## src/rtl/alu_pkg.sv

```systemverilog
// Shared definitions for the registered ALU: default width and 3-bit opcodes.
package alu_pkg;

   localparam int WIDTH_DEFAULT = 32;

   typedef enum logic [2:0] {
      OP_ADD  = 3'b000,
      OP_SUB  = 3'b001,
      OP_XOR  = 3'b010,
      OP_OR   = 3'b011,
      OP_AND  = 3'b100,
      OP_EQ   = 3'b101,
      OP_NEQ  = 3'b110,
      OP_PASS = 3'b111
   } alu_op_e;

endpackage

```

## src/rtl/alu_addsub.sv

```systemverilog
// Combinational adder/subtractor; subtraction is a + ~b + 1, borrow is the inverted carry.
module alu_addsub #(
   parameter int WIDTH = 32
) (
   input  logic [WIDTH-1:0] a,
   input  logic [WIDTH-1:0] b,
   input  logic             sub,
   output logic [WIDTH-1:0] sum,
   output logic             carry_or_borrow
);

   logic [WIDTH-1:0] b_eff;
   logic [WIDTH:0]   full_sum;

   assign b_eff    = sub ? ~b : b;
   assign full_sum = {1'b0, a} + {1'b0, b_eff} + {{WIDTH{1'b0}}, sub};
   assign sum      = full_sum[WIDTH-1:0];
   assign carry_or_borrow = sub ? ~full_sum[WIDTH] : full_sum[WIDTH];

endmodule

```

## src/rtl/alu32_reg.sv

```systemverilog
// Eight-operation ALU with a one-cycle registered result, carry/borrow and zero flags.
module alu32_reg
   import alu_pkg::*;
#(
   parameter int WIDTH = WIDTH_DEFAULT
) (
   input  logic             clk,
   input  logic             rst,
   input  logic             in_valid,
   input  logic [WIDTH-1:0] ALU_a,
   input  logic [WIDTH-1:0] ALU_b,
   input  logic [2:0]       CTRL,
   output logic             out_valid,
   output logic [WIDTH-1:0] ALU_c,
   output logic             Cout,
   output logic             zero
);

   logic [WIDTH-1:0] sum;
   logic             carry_or_borrow;
   logic             is_sub;
   logic [WIDTH-1:0] result;
   logic             flag;

   logic [WIDTH-1:0] alu_c_d, alu_c_q;
   logic             cout_d, cout_q;
   logic             zero_d, zero_q;
   logic             out_valid_d, out_valid_q;

   assign is_sub = (CTRL == OP_SUB);

   alu_addsub #(.WIDTH(WIDTH)) u_addsub (
      .a               (ALU_a),
      .b               (ALU_b),
      .sub             (is_sub),
      .sum             (sum),
      .carry_or_borrow (carry_or_borrow)
   );

   always_comb begin
      result = '0;
      flag   = 1'b0;
      case (CTRL)
         OP_ADD, OP_SUB: begin
            result = sum;
            flag   = carry_or_borrow;
         end
         OP_XOR:  result = ALU_a ^ ALU_b;
         OP_OR:   result = ALU_a | ALU_b;
         OP_AND:  result = ALU_a & ALU_b;
         OP_EQ:   result = {{(WIDTH-1){1'b0}}, (ALU_a == ALU_b)};
         OP_NEQ:  result = {{(WIDTH-1){1'b0}}, (ALU_a != ALU_b)};
         OP_PASS: result = ALU_a;
         default: result = '0;
      endcase
   end

   // Without a new operation the previous result and flags are held.
   always_comb begin
      out_valid_d = in_valid;
      alu_c_d     = alu_c_q;
      cout_d      = cout_q;
      zero_d      = zero_q;
      if (in_valid) begin
         alu_c_d = result;
         cout_d  = flag;
         zero_d  = (result == '0);
      end
   end

   always_ff @(posedge clk) begin
      if (rst) begin
         alu_c_q     <= '0;
         cout_q      <= 1'b0;
         zero_q      <= 1'b0;
         out_valid_q <= 1'b0;
      end else begin
         alu_c_q     <= alu_c_d;
         cout_q      <= cout_d;
         zero_q      <= zero_d;
         out_valid_q <= out_valid_d;
      end
   end

   assign ALU_c     = alu_c_q;
   assign Cout      = cout_q;
   assign zero      = zero_q;
   assign out_valid = out_valid_q;

endmodule

```

## config.mk

```make
export PLATFORM = sky130hd
export DESIGN_NAME = alu32_reg
export DESIGN_NICKNAME = d
export VERILOG_FILES = /design/src/rtl/alu_pkg.sv /design/src/rtl/alu_addsub.sv /design/src/rtl/alu32_reg.sv
export SDC_FILE = /design/constraint.sdc
export NUM_CORES = 1
export LEC_CHECK = 0
export BUFFER_PORTS_ARGS = -buffer_cell sky130_fd_sc_hd__buf_4
export CORE_MARGIN = 5
export CORE_UTILIZATION = 58
export DETAILED_ROUTE_END_ITERATION = 10
export GPL_ROUTABILITY_DRIVEN = 0
export PLACE_DENSITY = 0.95
export SKIP_LAST_GASP = 1
export SLEW_MARGIN = 10
export SYNTH_ARGS = -nofsm -noshare
export SYNTH_HDL_FRONTEND = slang
export SYNTH_SLANG_ARGS = --single-unit
```

## constraint.sdc

```tcl
create_clock -name clk -period 6.1 [get_ports clk]
set_input_delay 0.305 -clock clk [delete_from_list [all_inputs] [get_ports clk]]
set_output_delay 0.305 -clock clk [all_outputs]
set_load 0.02 [all_outputs]
```

==> flow_summary.toml <==
[run_status]
status = "finished, final reports clean"

[logic_synthesis]
synth_top_area_share = 0.217
ys.flop_type = "dfxtp_1"
synth_top_area_cell = "ha_1"
yosysWarnings = 0
synthDistinctLibCells = 65
ys_ff_latch = 35
synthTopCellsByArea = "ha_1 22%, dfxtp_1 13%, xnor2_1 6.7%, a21oi_1 6.1%, inv_1 5.4%"
syn-instance-count = 748
synth.avg_cell_area_um2 = 7.47
syn_area_um2 = 5590
ys_async_sr_fraction = 0
yosysSeqAreaShare = 0.125
synth-edff-count = 0
syn-num-nets = 916

[clock_tree]
ctsResizeCount = 0
clk_pin_slew_ns = 0.07
insertion_delay_ns = 0.28
cts_root_buf = "clkbuf_8"
ctsHtreeMaxLevel = 2
postCtsSetupRepairBufs = 0
postCtsHoldBufs = 0
cts_inserted_buffers = 5
cts_sinks = 35
clock_path_buffers = 2
cts_tree = "built"

[grt]
grt_first_pass_wirelength_um = 26400
grt_pass1_vias = 5560
grt_max_degree = 71
grt_usage = 0.277
antenna_found_initial = 0
grt-ovfl-total = 0

[routing]
route.detailed.drc = 0
antenna_left = 0
first_pass_iters = 6
avgRoutedWirePerCell_um = 17.5
finalWirelength_um = 16600
via_per_inst = 6.38
drtIter0Drc = 704
route.vias.total = 6076

[sta]
clock_skew_ns = 0
drv_slew = 0
rsz0062_at_grt = "no"
hold_viol = 0
fin_ws_ns = 1.16
finalSetupTns_ns = 0
worstMarginPinSlew_ns = 0.933
fmax_mhz = 202
setup_violations = 0
fin_crit_sh = 0.810
relSlewSlack = 0.378
fin_crit_ns = 4.94

[flow_run]
cap_violations = 0

[critical_path]
ff2ff_setup_slack_ns = 5.32
worstReg2RegEnd = "ALU_c[11]$_SDFFE_PP0P_"
critPathMaxFanout = 70
path_common_cell = "a21oi_1"
reg2reg_from = "ALU_c[11]$_SDFFE_PP0P_"
critPathMaxStageDelay_ns = 0.66
cp_slowest_cell = "a2111oi_0"
crit_chain = "buf_4 > inv_1 > nor2_4 > xnor2_1 > inv_1 > fa_1 > nor2b_1 > o2111ai_1 > a21oi_1 > a21oi_1 > o21ai_0 > a21oi_1 > a2111oi_0 > o211ai_1 > nor3_1 > nand4b_1 > o32ai_2"
arrival_ns = 5.14
critPathKind = "in -> reg"
cpLargestDelayFamily = "compound AO/OA/AOI/OAI gates"
reg2reg_depth = 3
worstPathRequired_ns = 6.30
critPathBufInv = 3
start_kind = "input port"
cp-end-kind = "flip-flop"

[final_layout]
nNetsFinal = 990
n_antenna_cell = 0
final_core_util = 0.700
drive_above_1_share = 0.160
area_growth_pct = 16.8
stdcell_count = 952

[placed_design]
dp_cells = 944
hpwl_um = 13100
place_ws_ns = 0.974
io_buffers = 104

[floorplanning]
rows = 35
start_util = 0.599
io_pins = 105
dieArea_um2 = 11700
dieWidth_um = 108
core_um2 = 9330
die_h_um = 108

[worst_hold_path]
whs_path_depth = 2
hold_path.startpoint = "rst"
min_to = "ALU_c[8]$_SDFFE_PP0P_"
hold_class = "in -> reg"

[pwr]
cellPowerDensity_nw_per_um2 = 163
power_w = 0.00106
leakage_nw = 3.13
irDropWorstVdd_v = 0.000125
per-stage QoR:
stage	area, um2	hold slack [ns]
after floorplan	5590	0.495
after global placement	6410	0.467
after detailed placement	6410	0.486
after CTS	6530	0.390
after global routing	6530	0.399
final	6530	0.394
routing by layer:
layer	track usage	share of wire
met1	0.364	0.40
met5	0	0
met2	0.450	0.45
met4	0.124	0.040
met3	0.0376	0.12
layout make-up:
| class | count | area, um2 |
|---|---|---|
| multi-input cells | 592 | 4440 |
| fillers | 760 | 2800 |
| repair buffers | 108 | 811 |
| flip-flops and latches | 35 | 701 |
| inverters | 80 | 300 |
| well taps | 129 | 161 |
| clock buffers | 6 | 82.6 |
| clock inverters | 2 | 35.0 |
where the power goes:
group          switching [W]  leakage, nW  internal, W
Combinational       0.000350         2.78     0.000245
Clock              0.0000799       0.0612     0.000132
Sequential         0.0000105        0.288     0.000247
cells in the mapped netlist, types with 6 or more instances:
library cell  instances
clkbuf_1             28
nor2_1               50
a221oi_1             20
and3_1                6
mux2i_1              28
a21o_1               15
xnor2_1              43
buf_1                 9
o21ai_0              52
nor2b_1               6
dfxtp_1              35
ha_1                 97
nor4_1               13
nand2_1              48
a211oi_1              7
and2_1                6
a31oi_1               6
a21oi_1              68
nand3_1              10
nand4_1              10
nand2b_1              6
xor2_1               10
a22oi_1               7
inv_1                80
o21a_1                9
registers in the layout, summed over array words and instances (netlist names):
register	count
ALU_c	32
zero	1
out_valid	1
Cout	1
placed cells by master, fill, tap and decap left out, types with 4 or more instances in the layout:
cell type  netlist  layout
nor4_1          13      13
o22ai_1          4       4
nand3_1         10      10
inv_1           80      80
dfxtp_1         35      35
and3_1           6       6
a311oi_1         5       5
nand4_1         10      10
buf_4            0     108
nor2_1          50      48
xnor2_1         43      43
o31ai_1          4       4
mux2i_1         28      28
ha_1            97      97
nor2b_1          6       6
o21a_1           9       9
nor3_1           5       5
a22o_1           4       4
nand2_1         48      48
o21ai_0         52      52
a22oi_1          7       7
nand2b_1         6       6
a31o_2           4       4
a221oi_1        20      20
xor2_1          10      10
a211oi_1         7       7
a21oi_1         68      68
a21o_1          15      15
a31oi_1          6       6
clkbuf_8         0       6
o22a_1           4       4
and2_1           6       6
worst reg2reg max path, delay by kind of cell, from the launching register on:
kind	cells	cell delay [ns]
flip-flops	1	0.35
multiplexers	1	0.25
AND/OR/NAND/NOR	1	0.08
buffers and inverters	1	0.05
cell families (layout without fill, tap and decap cells):
family	after synthesis	in the layout	synth area share
flops	35	35	0.125
mux	30	30	0.0542
simple gates	172	172	0.149
compound gates	239	239	0.286
buf+inv	121	196	0.0822
fa+ha+maj	98	98	0.221
xor+xnor	53	53	0.0831
worst max path at each step:
stage,startpoint,endpoint,slack [ns],cells past startpoint
after detailed placement,CTRL[0],zero$_SDFFE_PP0P_,0.97,16
after global placement,CTRL[0],zero$_SDFFE_PP0P_,1.08,16
after floorplan,CTRL[1],zero$_SDFFE_PP0P_,1.26,18
after global routing,CTRL[0],zero$_SDFFE_PP0P_,0.78,16
final,CTRL[0],zero$_SDFFE_PP0P_,1.16,17
after CTS,CTRL[0],zero$_SDFFE_PP0P_,1.25,16
Power figures use the tool's default switching activity.
